`src/rtl/fetch_queue.sv`:
```
// Fetch stage: one outstanding word-address request to instruction memory, returned words
// queued with their PCs; FETCH_QUEUE_PERF_EN adds stall/flush performance counters.
module fetch_queue #(
  parameter int unsigned DEPTH    = 2,
  parameter logic [29:0] RESET_PC = 30'h0000_0C00
) (
  input  logic        clk,
  input  logic        rst_n,
  input  logic [29:0] npc_in,
  input  logic        redirect,
  output logic [29:0] pc_out,
  output logic        inst_valid,
  input  logic        inst_ready,
  output logic [31:0] inst_out,
  output logic        imem_req,
  output logic [29:0] imem_addr,
  input  logic        imem_ack,
  input  logic [31:0] imem_rdata
`ifdef FETCH_QUEUE_PERF_EN
  ,
  output logic [31:0] perf_stall_cnt,
  output logic [31:0] perf_flush_cnt
`endif
);

  localparam int unsigned AW = $clog2(DEPTH);
  localparam int unsigned CW = AW + 1;
  localparam logic [CW-1:0] DEPTH_C = CW'(DEPTH);

  typedef enum logic [1:0] {
    ST_IDLE,
    ST_WAIT,
    ST_DROP
  } state_e;

  state_e        state_q, state_d;
  logic [29:0]   fetch_pc_q, fetch_pc_d;
  logic [29:0]   addr_q, addr_d;
  logic [AW-1:0] rd_ptr_q, rd_ptr_d;
  logic [AW-1:0] wr_ptr_q, wr_ptr_d;
  logic [CW-1:0] count_q, count_d;
  logic [31:0]   last_inst_q, last_inst_d;
  logic [29:0]   pc_mem_q   [DEPTH];
  logic [29:0]   pc_mem_d   [DEPTH];
  logic [31:0]   inst_mem_q [DEPTH];
  logic [31:0]   inst_mem_d [DEPTH];

  logic          pop;
  logic          flush;
  logic          push;
  logic [CW-1:0] count_after;

  assign inst_valid = (count_q != '0);
  assign pc_out     = inst_valid ? pc_mem_q[rd_ptr_q] : fetch_pc_q;
  assign inst_out   = inst_valid ? inst_mem_q[rd_ptr_q] : last_inst_q;
  assign imem_req   = (state_q != ST_IDLE);
  assign imem_addr  = addr_q;

  always_comb begin
    pop         = inst_valid & inst_ready;
    flush       = pop & redirect;
    push        = (state_q == ST_WAIT) & imem_ack & ~flush;
    count_after = flush ? '0 : (count_q - CW'(pop));

    state_d     = state_q;
    fetch_pc_d  = fetch_pc_q;
    addr_d      = addr_q;
    rd_ptr_d    = rd_ptr_q;
    wr_ptr_d    = wr_ptr_q;
    count_d     = count_after + CW'(push);
    last_inst_d = inst_valid ? inst_mem_q[rd_ptr_q] : last_inst_q;
    pc_mem_d    = pc_mem_q;
    inst_mem_d  = inst_mem_q;

    if (flush) begin
      fetch_pc_d = npc_in;
      rd_ptr_d   = '0;
      wr_ptr_d   = '0;
    end else begin
      if (pop) rd_ptr_d = rd_ptr_q + AW'(1);
      if (push) begin
        pc_mem_d[wr_ptr_q]   = addr_q;
        inst_mem_d[wr_ptr_q] = imem_rdata;
        wr_ptr_d             = wr_ptr_q + AW'(1);
        fetch_pc_d           = fetch_pc_q + 30'd1;
      end
    end

    unique case (state_q)
      ST_IDLE: begin
        // A flush in IDLE issues straight to the redirect target.
        if (count_after < DEPTH_C) begin
          state_d = ST_WAIT;
          addr_d  = fetch_pc_d;
        end
      end
      ST_WAIT: begin
        if (imem_ack)   state_d = ST_IDLE;
        else if (flush) state_d = ST_DROP;
      end
      ST_DROP: begin
        if (imem_ack) state_d = ST_IDLE;
      end
      default: state_d = ST_IDLE;
    endcase
  end

  always_ff @(posedge clk or negedge rst_n) begin
    if (!rst_n) begin
      state_q     <= ST_IDLE;
      fetch_pc_q  <= RESET_PC;
      addr_q      <= RESET_PC;
      rd_ptr_q    <= '0;
      wr_ptr_q    <= '0;
      count_q     <= '0;
      last_inst_q <= '0;
      pc_mem_q    <= '{default: '0};
      inst_mem_q  <= '{default: '0};
    end else begin
      state_q     <= state_d;
      fetch_pc_q  <= fetch_pc_d;
      addr_q      <= addr_d;
      rd_ptr_q    <= rd_ptr_d;
      wr_ptr_q    <= wr_ptr_d;
      count_q     <= count_d;
      last_inst_q <= last_inst_d;
      pc_mem_q    <= pc_mem_d;
      inst_mem_q  <= inst_mem_d;
    end
  end

`ifdef FETCH_QUEUE_PERF_EN
  logic [31:0] stall_q, stall_d;
  logic [31:0] flushes_q, flushes_d;

  always_comb begin
    stall_d   = stall_q;
    flushes_d = flushes_q;
    if (inst_ready && !inst_valid && (stall_q != '1)) stall_d = stall_q + 32'd1;
    if (flush && (flushes_q != '1)) flushes_d = flushes_q + 32'd1;
  end

  always_ff @(posedge clk or negedge rst_n) begin
    if (!rst_n) begin
      stall_q   <= '0;
      flushes_q <= '0;
    end else begin
      stall_q   <= stall_d;
      flushes_q <= flushes_d;
    end
  end

  assign perf_stall_cnt = stall_q;
  assign perf_flush_cnt = flushes_q;
`endif

endmodule

```
`config.mk`:
```
export PLATFORM = sky130hd
export DESIGN_NAME = fetch_queue
export DESIGN_NICKNAME = d
export VERILOG_FILES = /design/src/rtl/fetch_queue.sv
export SDC_FILE = /design/constraint.sdc
export NUM_CORES = 1
export LEC_CHECK = 0
export ABC_AREA = 1
export CELL_PAD_IN_SITES_DETAIL_PLACEMENT = 0
export CELL_PAD_IN_SITES_GLOBAL_PLACEMENT = 1
export CORE_MARGIN = 2
export CORE_UTILIZATION = 43
export CTS_CLUSTER_DIAMETER = 150
export CTS_CLUSTER_SIZE = 8
export DETAILED_ROUTE_END_ITERATION = 16
export PLACE_DENSITY = 0.93
export SYNTH_ARGS = -nofsm -noshare
export SYNTH_HDL_FRONTEND = slang
export SYNTH_SLANG_ARGS = --single-unit
```
`constraint.sdc`:
```
create_clock -name clk -period 5.1 [get_ports clk]
set_input_delay 0.765 -clock clk [delete_from_list [all_inputs] [get_ports clk]]
set_output_delay 0.765 -clock clk [all_outputs]
set_load 0.02 [all_outputs]
```
==> impl_metrics.toml, run 1 <==
[yosys]
synth.ff_latch_count = 222
synthTopCellsByArea = "dfrtp_1 53%, nand2_1 15%, o21ai_0 4.3%"
synth_edf_count = 0
synthesis.area_um2 = 10200
ys_warn_count = 0
async_flop_share = 1.00
yosys.area.top_type = "dfrtp_1"
synth_top_cell_area_share = 0.533
syn_nets = 1317
seq_area_frac_synth = 0.544
synth-main-ff-cell = "dfrtp_1"
syn_area_per_cell_um2 = 8.20
syn_inst = 1247
synth_cell_type_count = 42

[timing]
tightest_slew_ns = 1.08
period_share = 0.776
drv_slew = 0
setup_viol = 0
hold_viol_final = 0
finalSetupTns_ns = 0
slew_headroom = 0.278
grt_setup_unrepaired = "no"
fin_crit_ns = 3.96
finClkSkew_ns = 0.00956
fmax_mhz = 253
holdWs_ns = 0.357

[global_route]
grt.total_usage = 0.221
antenna_found_initial = 0
first_global_vias = 8346
overflow = 0
grt_pass1_wl_um = 43700
grt_max_degree = 136

[die]
die_width_um = 158
die-area_um2 = 25000
ioPinCount = 161
initial_core_util = 0.437
rows = 56
die_h_um = 158
core-area_um2 = 23400

[detailed_routing]
vias_per_cell = 5.07
drtIter0Drc = 665
wl_um = 27200
firstDrtPassIters = 5
avgRoutedWirePerCell_um = 15.9
drtAntennaViolNets = 0
via_count = 8696
drc = 0

[cts]
cts_hold_buf = 0
root_buffer = "clkbuf_16"
cts.reportedPaths.clkPinSlew_ns = 0.05
clock_latency_ns = 0.56
htree_levels = 1
cts_resized = 0
post_cts_buffers = 0
cts-buffers-inserted = 31
cts_tree = "done"
clkSinkCount = 222
clk_path_buf_depth = 3

[hold_path]
hp-class = "input port to asynchronous set/reset pin"

[layout]
drive_above_1_share = 0.0573
layout_commonest_cell = "nand2_1"
mostFrequentLayoutCells = "419 x nand2_1, 217 x dfrtp_1, 159 x clkdlybuf4s50_1, 99 x nor2_1, 96 x inv_1"
final_cells = 1715
diodes = 0
final_nets = 1451
areaGrowthSynthToFinish_pct = 25.5

[worst_setup_path]
worstPathRequired_ns = 4.34
path_buf_inv = 3
worst-setup-path-type = "flip-flop to output port"
cp_slowest_cell = "nand2_4"
path_max_fanout = 88
crit_chain = "inv_2 -> nand2_4 -> buf_4 -> nor2_1 -> a31oi_1 -> clkdlybuf4s50_1"
cp_top_family = "buffers and inverters"
setup.worst_path.start_class = "flip-flop"
endpoint_kind = "output port"
cpPeakStageDelay_ns = 0.67
critPathArrivalTime_ns = 3.19

[power]
leakage_nw = 5.96
power_per_cell_area_nw_per_um2 = 755
peakVddDrop_mv = 0.372

[place]
dp_hpwl_um = 17500
place_congestion = 0.851
placed_cells = 1667
io_buffers = 160

[run]
maxCapViolCount = 0

[run_status]
status = "finished, final reports clean"
-- final timing paths --
kind	start	to	slack, ns	cells after the start
setup reg to reg	count_q[1]	inst_mem_q[48]	1.91	9
hold / removal	rst_n	imem_addr[0]	0.36	1
max in group asynchronous	rst_n	pc_mem_q[58]	3.69	2
hold reg to reg	inst_mem_q[30]	inst_mem_q[30]	0.48	2
setup / recovery	count_q[1]	inst_out[12]	1.14	6
min in group clk	inst_mem_q[30]	inst_mem_q[30]	0.48	2
-- Yosys cell counts (all sizes together), types with 2 or more instances --
library cell	count
nor2	105
and2	5
a21boi	10
buf	33
xnor2	3
dfrtp	218
a31oi	62
inv	100
nand3b	2
xor2	7
nand4	11
clkbuf	34
nand2	424
ha	3
o21ai	141
dfstp	4
o21bai	4
nand3	58
or2	16
-- logic make-up after synthesis --
logic type,after synthesis,synth area share
flops,222,0.544
compound gates,221,0.121
xor+xnor,10,0.00856
fa+ha+maj,3,0.00367
buf+inv,168,0.0713
simple gates,623,0.252
-- where the power goes --
group,leakage (nW),total (mW),switching (mW),internal [mW]
registers,2.74,3.18,0.567,2.61
clock network,0.417,1.86,0.744,1.12
logic,2.80,4.64,2.80,1.84
-- per-layer routing --
| layer | up-vias | part of all wire | GRT usage |
|---|---|---|---|
| li1 | 4282 | - | - |
| met1 | 4109 | 0.46 | 0.308 |
| met2 | 251 | 0.46 | 0.357 |
| met3 | 54 | 0.057 | 0.0402 |
| met4 | 0 | 0.026 | 0.0626 |
| met5 | - | 0 | 0 |
-- sequential cells by signal (all words and copies together) (netlist names) --
signal / flops
inst_mem_q: 64
pc_mem_q: 60
last_inst_q: 32
fetch_pc_q: 30
imem_addr: 30
count_q: 2
state_q: 2
rd_ptr_q: 1
wr_ptr_q: 1
-- area by class of cell --
cell class                      count  area, um2
Timing Repair Buffer              168       1680
Multi-Input combinational cell    857       3940
Fill cell                        2173      10600
Inverter                          101        387
Clock buffer                       47        846
Sequential cell                   222       5560
Clock inverter                      1       20.0
Tap cell                          319        399
-- through the flow --
stage / cell area [um2] / setup WS (ns) / util / power, mW
2_1_floorplan: 10200 / 2.89 / - / 5.89
3_3_place_gp: 12000 / 1.77 / 0.511 / 7.76
3_5_place_dp: 12000 / 1.73 / 0.511 / 7.85
4_1_cts: 12800 / 1.14 / 0.548 / 9.77
5_1_grt: 12800 / 0.921 / 0.548 / 10.4
6_report: 12800 / 1.14 / 0.548 / 9.68
Note: power is estimated with default switching activity, not from simulation.
==> inputs of run 2 (changes only) <==
CORE_UTILIZATION = 36   (was 43)
PLACE_DENSITY = 0.84   (was 0.93)
clock period = 3.5 ns   (was 5.1 ns; I/O delays follow)
==> impl_metrics.toml, run 2 (synthesis results as in run 1) <==
[cts]
clkSinkCount = 222
post_cts_buffers = 0
root_buffer = "clkbuf_16"
clock_latency_ns = 0.55
clk_path_buf_depth = 3
cts.reportedPaths.clkPinSlew_ns = 0.05
htree_levels = 1
cts_tree = "done"
cts_resized = 0
cts-buffers-inserted = 31

[worst_setup_path]
critPathArrivalTime_ns = 2.71
worstPathRequired_ns = 2.97
path_max_fanout = 23
endpoint_kind = "output port"
worst-setup-path-type = "flip-flop to output port"
reg2reg_depth = 9
setup.worst_path.start_class = "flip-flop"

[global_route]
overflow = 0
grt.total_usage = 0.192
grt_pass1_wl_um = 46400
first_global_vias = 8466
antenna_found_initial = 0
grt_max_degree = 120

[die]
die_width_um = 173
die-area_um2 = 29800
ioPinCount = 161
core-area_um2 = 27900
die_h_um = 173
initial_core_util = 0.367
rows = 61

[timing]
hold_viol_final = 0
fin_crit_ns = 3.24
setup_viol = 0
drv_slew = 0
finalSetupTns_ns = 0
tightest_slew_ns = 0.773
period_share = 0.925
finClkSkew_ns = 0.0101
fmax_mhz = 309
grt_setup_unrepaired = "no"
slew_headroom = 0.484

[layout]
areaGrowthSynthToFinish_pct = 27.9
final_nets = 1459
largestRegisters = "inst_mem_q: 64 flops, pc_mem_q: 60 flops, last_inst_q: 32 flops"
regMostFlops = "inst_mem_q"
layout_commonest_cell = "nand2_1"
largest_reg_flops = 64
drive_above_1_share = 0.0615
diodes = 0
mostFrequentLayoutCells = "419 x nand2_1, 217 x dfrtp_1, 159 x clkdlybuf4s50_1, 99 x nor2_1, 96 x inv_1"

[detailed_routing]
avgRoutedWirePerCell_um = 15.8
vias_per_cell = 4.87
firstDrtPassIters = 5
drtAntennaViolNets = 0
drc = 0
drtIter0Drc = 659
wl_um = 28400
via_count = 8729

[power]
leakage_nw = 6.04
power_per_cell_area_nw_per_um2 = 1100
power.total_mw = 14.3
peakVddDrop_mv = 0.698

[hold_path]
hp-class = "input port to asynchronous set/reset pin"

[place]
dp_hpwl_um = 18800
io_buffers = 160
place_congestion = 0.860

[run]
maxCapViolCount = 0

[run_status]
status = "finished, final reports clean"
[run 2: cell count changes in the layout (fill, tap and decap cells not counted)]
| cell | before | now |
|---|---|---|
| clkbuf_1 | 15 | 25 |
| buf_12 | 1 | 8 |
| dlygate4sd3_1 | 0 | 1 |
| inv_16 | 1 | 0 |
| inv_6 | 0 | 1 |
[run 2: metrics by stage]
step	std cells	hold slack (ns)	worst slack, ns	cell area [um2]	util
after global routing	1792	0.345	0.0917	13100	0.470
after global placement	1733	0.313	0.815	12200	0.437
final	1792	0.348	0.261	13100	0.470
after CTS	1792	0.343	0.239	13100	0.470
after detailed placement	1733	0.312	0.754	12200	0.437
after floorplan	1247	0.229	1.53	10200	-
[run 2: layer usage]
| metal | vias up | part of all wire | GRT usage |
|---|---|---|---|
| met5 | - | 0 | 0 |
| met2 | 248 | 0.45 | 0.301 |
| li1 | 4303 | - | - |
| met1 | 4126 | 0.47 | 0.272 |
| met3 | 52 | 0.056 | 0.0347 |
| met4 | 0 | 0.029 | 0.0524 |
[run 2: where the power goes]
group	total (mW)	leakage, nW	switching (mW)	internal [mW]
registers	4.68	2.74	0.877	3.80
logic	6.90	2.87	4.12	2.78
clock network	2.76	0.423	1.09	1.67
total	14.3	6.04	6.08	8.25
[run 2: repair_timing]
item	4_1_cts	5_1_grt
endpoints found under the hold margin	2	0
hold buffers	1	0
setup endpoints to repair	0	0
[run 2: worst paths after layout]
check | start | slack, ns | endpoint
worst max register to register | count_q[1] | 1.07 | pc_mem_q[58]
min in group clk | pc_mem_q[25] | 0.48 | pc_mem_q[25]
worst max-delay path | rd_ptr_q | 0.26 | inst_out[3]
max in group asynchronous | rst_n | 2.31 | last_inst_q[19]
worst min-delay path | rst_n | 0.35 | pc_mem_q[55]
worst min register to register | pc_mem_q[25] | 0.48 | pc_mem_q[25]
[run 2: cell type report]
| class | count | area (um2) |
|---|---|---|
| well taps | 378 | 473 |
| fillers | 2764 | 14800 |
| inverters | 101 | 387 |
| clock inverters | 1 | 8.76 |
| repair buffers | 176 | 1830 |
| multi-input cells | 857 | 3940 |
| clock buffers | 57 | 883 |
| flip-flops and latches | 222 | 5560 |
[run 2: critical path: stages, from the launching register on]
cell             delay (ns)
dfrtp_2                0.58
inv_2                  0.18
buf_4                  0.33
nand2_1                0.08
a31oi_1                0.31
clkdlybuf4s50_1        0.67
==> RTL edit, RTL diff (settings of run 2) <==
Add a define of `FETCH_QUEUE_PERF_EN`.
--- a/src/rtl/fetch_queue.sv
+++ b/src/rtl/fetch_queue.sv
@@ -1,5 +1,7 @@
 // Fetch stage: one outstanding word-address request to instruction memory, returned words
 // queued with their PCs; FETCH_QUEUE_PERF_EN adds stall/flush performance counters.
+`define FETCH_QUEUE_PERF_EN
+
 module fetch_queue #(
   parameter int unsigned DEPTH    = 2,
   parameter logic [29:0] RESET_PC = 30'h0000_0C00
Formal check against the unedited RTL (old outputs only; new: perf_flush_cnt and perf_stall_cnt): same outputs for any inputs over 4 cycles, from zero or initial values and one cycle with rst_n low; that may be too few to reach the edited logic, so the function may still have changed.
==> RTL edit against run 2 <==
  * Power is 20% higher
  * Design area increased by 39%
  * Cell count rose by 41%
  * Sequential cell count rose by 64
  * Sequential power rose by 20%
  * Setup slack worse by 0.087 ns
  * Routed wire length up 42%
  * Synthesized area is 40% higher
  * Highest routed layer unchanged
==> RTL edit: results (changes against run 2) <==
Run status: completed
CP Max Fanout: 22 (-4.3%)
Clock sink total: 286 (+29%)
Drt total wl: 40.4 mm (+42%)
Synthesized area per cell: 8.02 µm² (-2.2%)
Routed wl met2: 18.6 mm (+46%)
Mapped Nets: 1,852 (+41%)
PwrDens: 945 nW/µm² (-14%)
Dpl hpwl: 28.2 mm (+50%)
Antenna Cells: 1 (+1)
Vias in the first global route: 12,250 (+45%)
Total Routing Usage GR: 19.8% (+0.67 points)
Signal inverters: 162 (+60%)
DP Area: 17,000 µm² (+39%)
Vias: 12,485 (+43%)
Main synth FF type: dfrtp_1
Initial DRC Count: 735 (+12%)
Routability-driven placement congestion ratio: 0.941 (+9.4%)
Bufs w/o clock: 248 (+41%)
Met3 routed wirelength: 2.35 mm (+47%)
Comb_multi_in: 1,257 (+47%)
Pleak: 0.00830 µW (+37%)
Post-layout min period: 3.33 ns (+0.0871 ns)
Post-place setup slack: 0.563 ns (-0.191 ns)
Switch Pwr: 7180 µW (+18%)
Clock buffers and inverters, area share: 6.22% (-0.60 points)
Met2 Usage GRT: 31.9% (+1.8 points)
Reg area: 7160 µm² (+29%)
Ranking of synthesized cells by area: dfrtp_1 49%, nand2_1 15%, o21ai_0 4.8%, nor2_1 4.2%, inv_1 4.0%
Fill count: 3,844 (+39%)
Crit path capture: inst_out[17]
R2r setup slk: 0.84 ns (-0.23 ns)
Worst vdd ir: 747 µV (+7.0%)
Flop+latch power: 5630 µW (+20%)
Multi-input logic area: 6070 µm² (+54%)
Sequential share of the synthesized area: 50.2% (-4.2 points)
Die area: 41,300 µm² (+39%)
Largest net degree at the start of global routing: 91 (-24%)
Met1 global-route usage: 27.1% (-0.17 points)
Hold Slack: 0.00638 ns (-0.341 ns)
Synth unique cells: 46 (+9.5%)
Number of port buffers: 224 (+40%)
Nets: 2,068 (+42%)
Slew headroom: 45.0% (-3.5 points)
Combinational share of power: 46.1% (-2.0 points)
Clock buffers: 50 (-12%)
Placed Cells: 2,471 (+43%)
Biggest regs: inst_mem_q x64, pc_mem_q x60
Final-layout non-clock buffer area share: 13.8% (-0.18 points)
Initial antenna violation count: 1 (+1)
Worst Skew: 0.0228 ns (+0.0128 ns)
CTS H-Tree Depth: 2 (+1)
FF-to-FF End: perf_flush_cnt[19]
GR Layer Usage met3: 3.71% (+0.23 points)
Arr. time, crit path: 2.80 ns (+0.09 ns)
Inserted Clock Buffers: 41 (+32%)
Vias/cell: 4.95 (+1.5%)
[RTL edit: cell types whose count changed in the layout (fill, tap and decap cells not counted), moves of 11 or more]
cell / delta
buf_4: +11
clkbuf_1: -18
clkbuf_16: +11
clkdlybuf4s50_1: +64
dfrtp_1: +64
inv_1: +55
nand2_1: +164
nand3_1: +12
nor2_1: +62
nor3_1: +23
o21ai_0: +49
o21ai_1: -17
xor2_1: +43
[RTL edit: what timing repair did]
| item | in CTS | in global routing |
|---|---|---|
| gates resized for setup | 1 | 0 |
| setup buffers | 0 | 0 |
| setup endpoints to repair | 1 | 0 |
[RTL edit: kinds of logic after synthesis]
logic type      count (synthesis)  share of synthesized area [%]
xor+xnor                       60                           3.68
flops                         286                           50.2
compound gates                265                           10.5
buf+inv                       237                           7.45
fa+ha+maj                       5                          0.438
simple gates                  927                           27.8
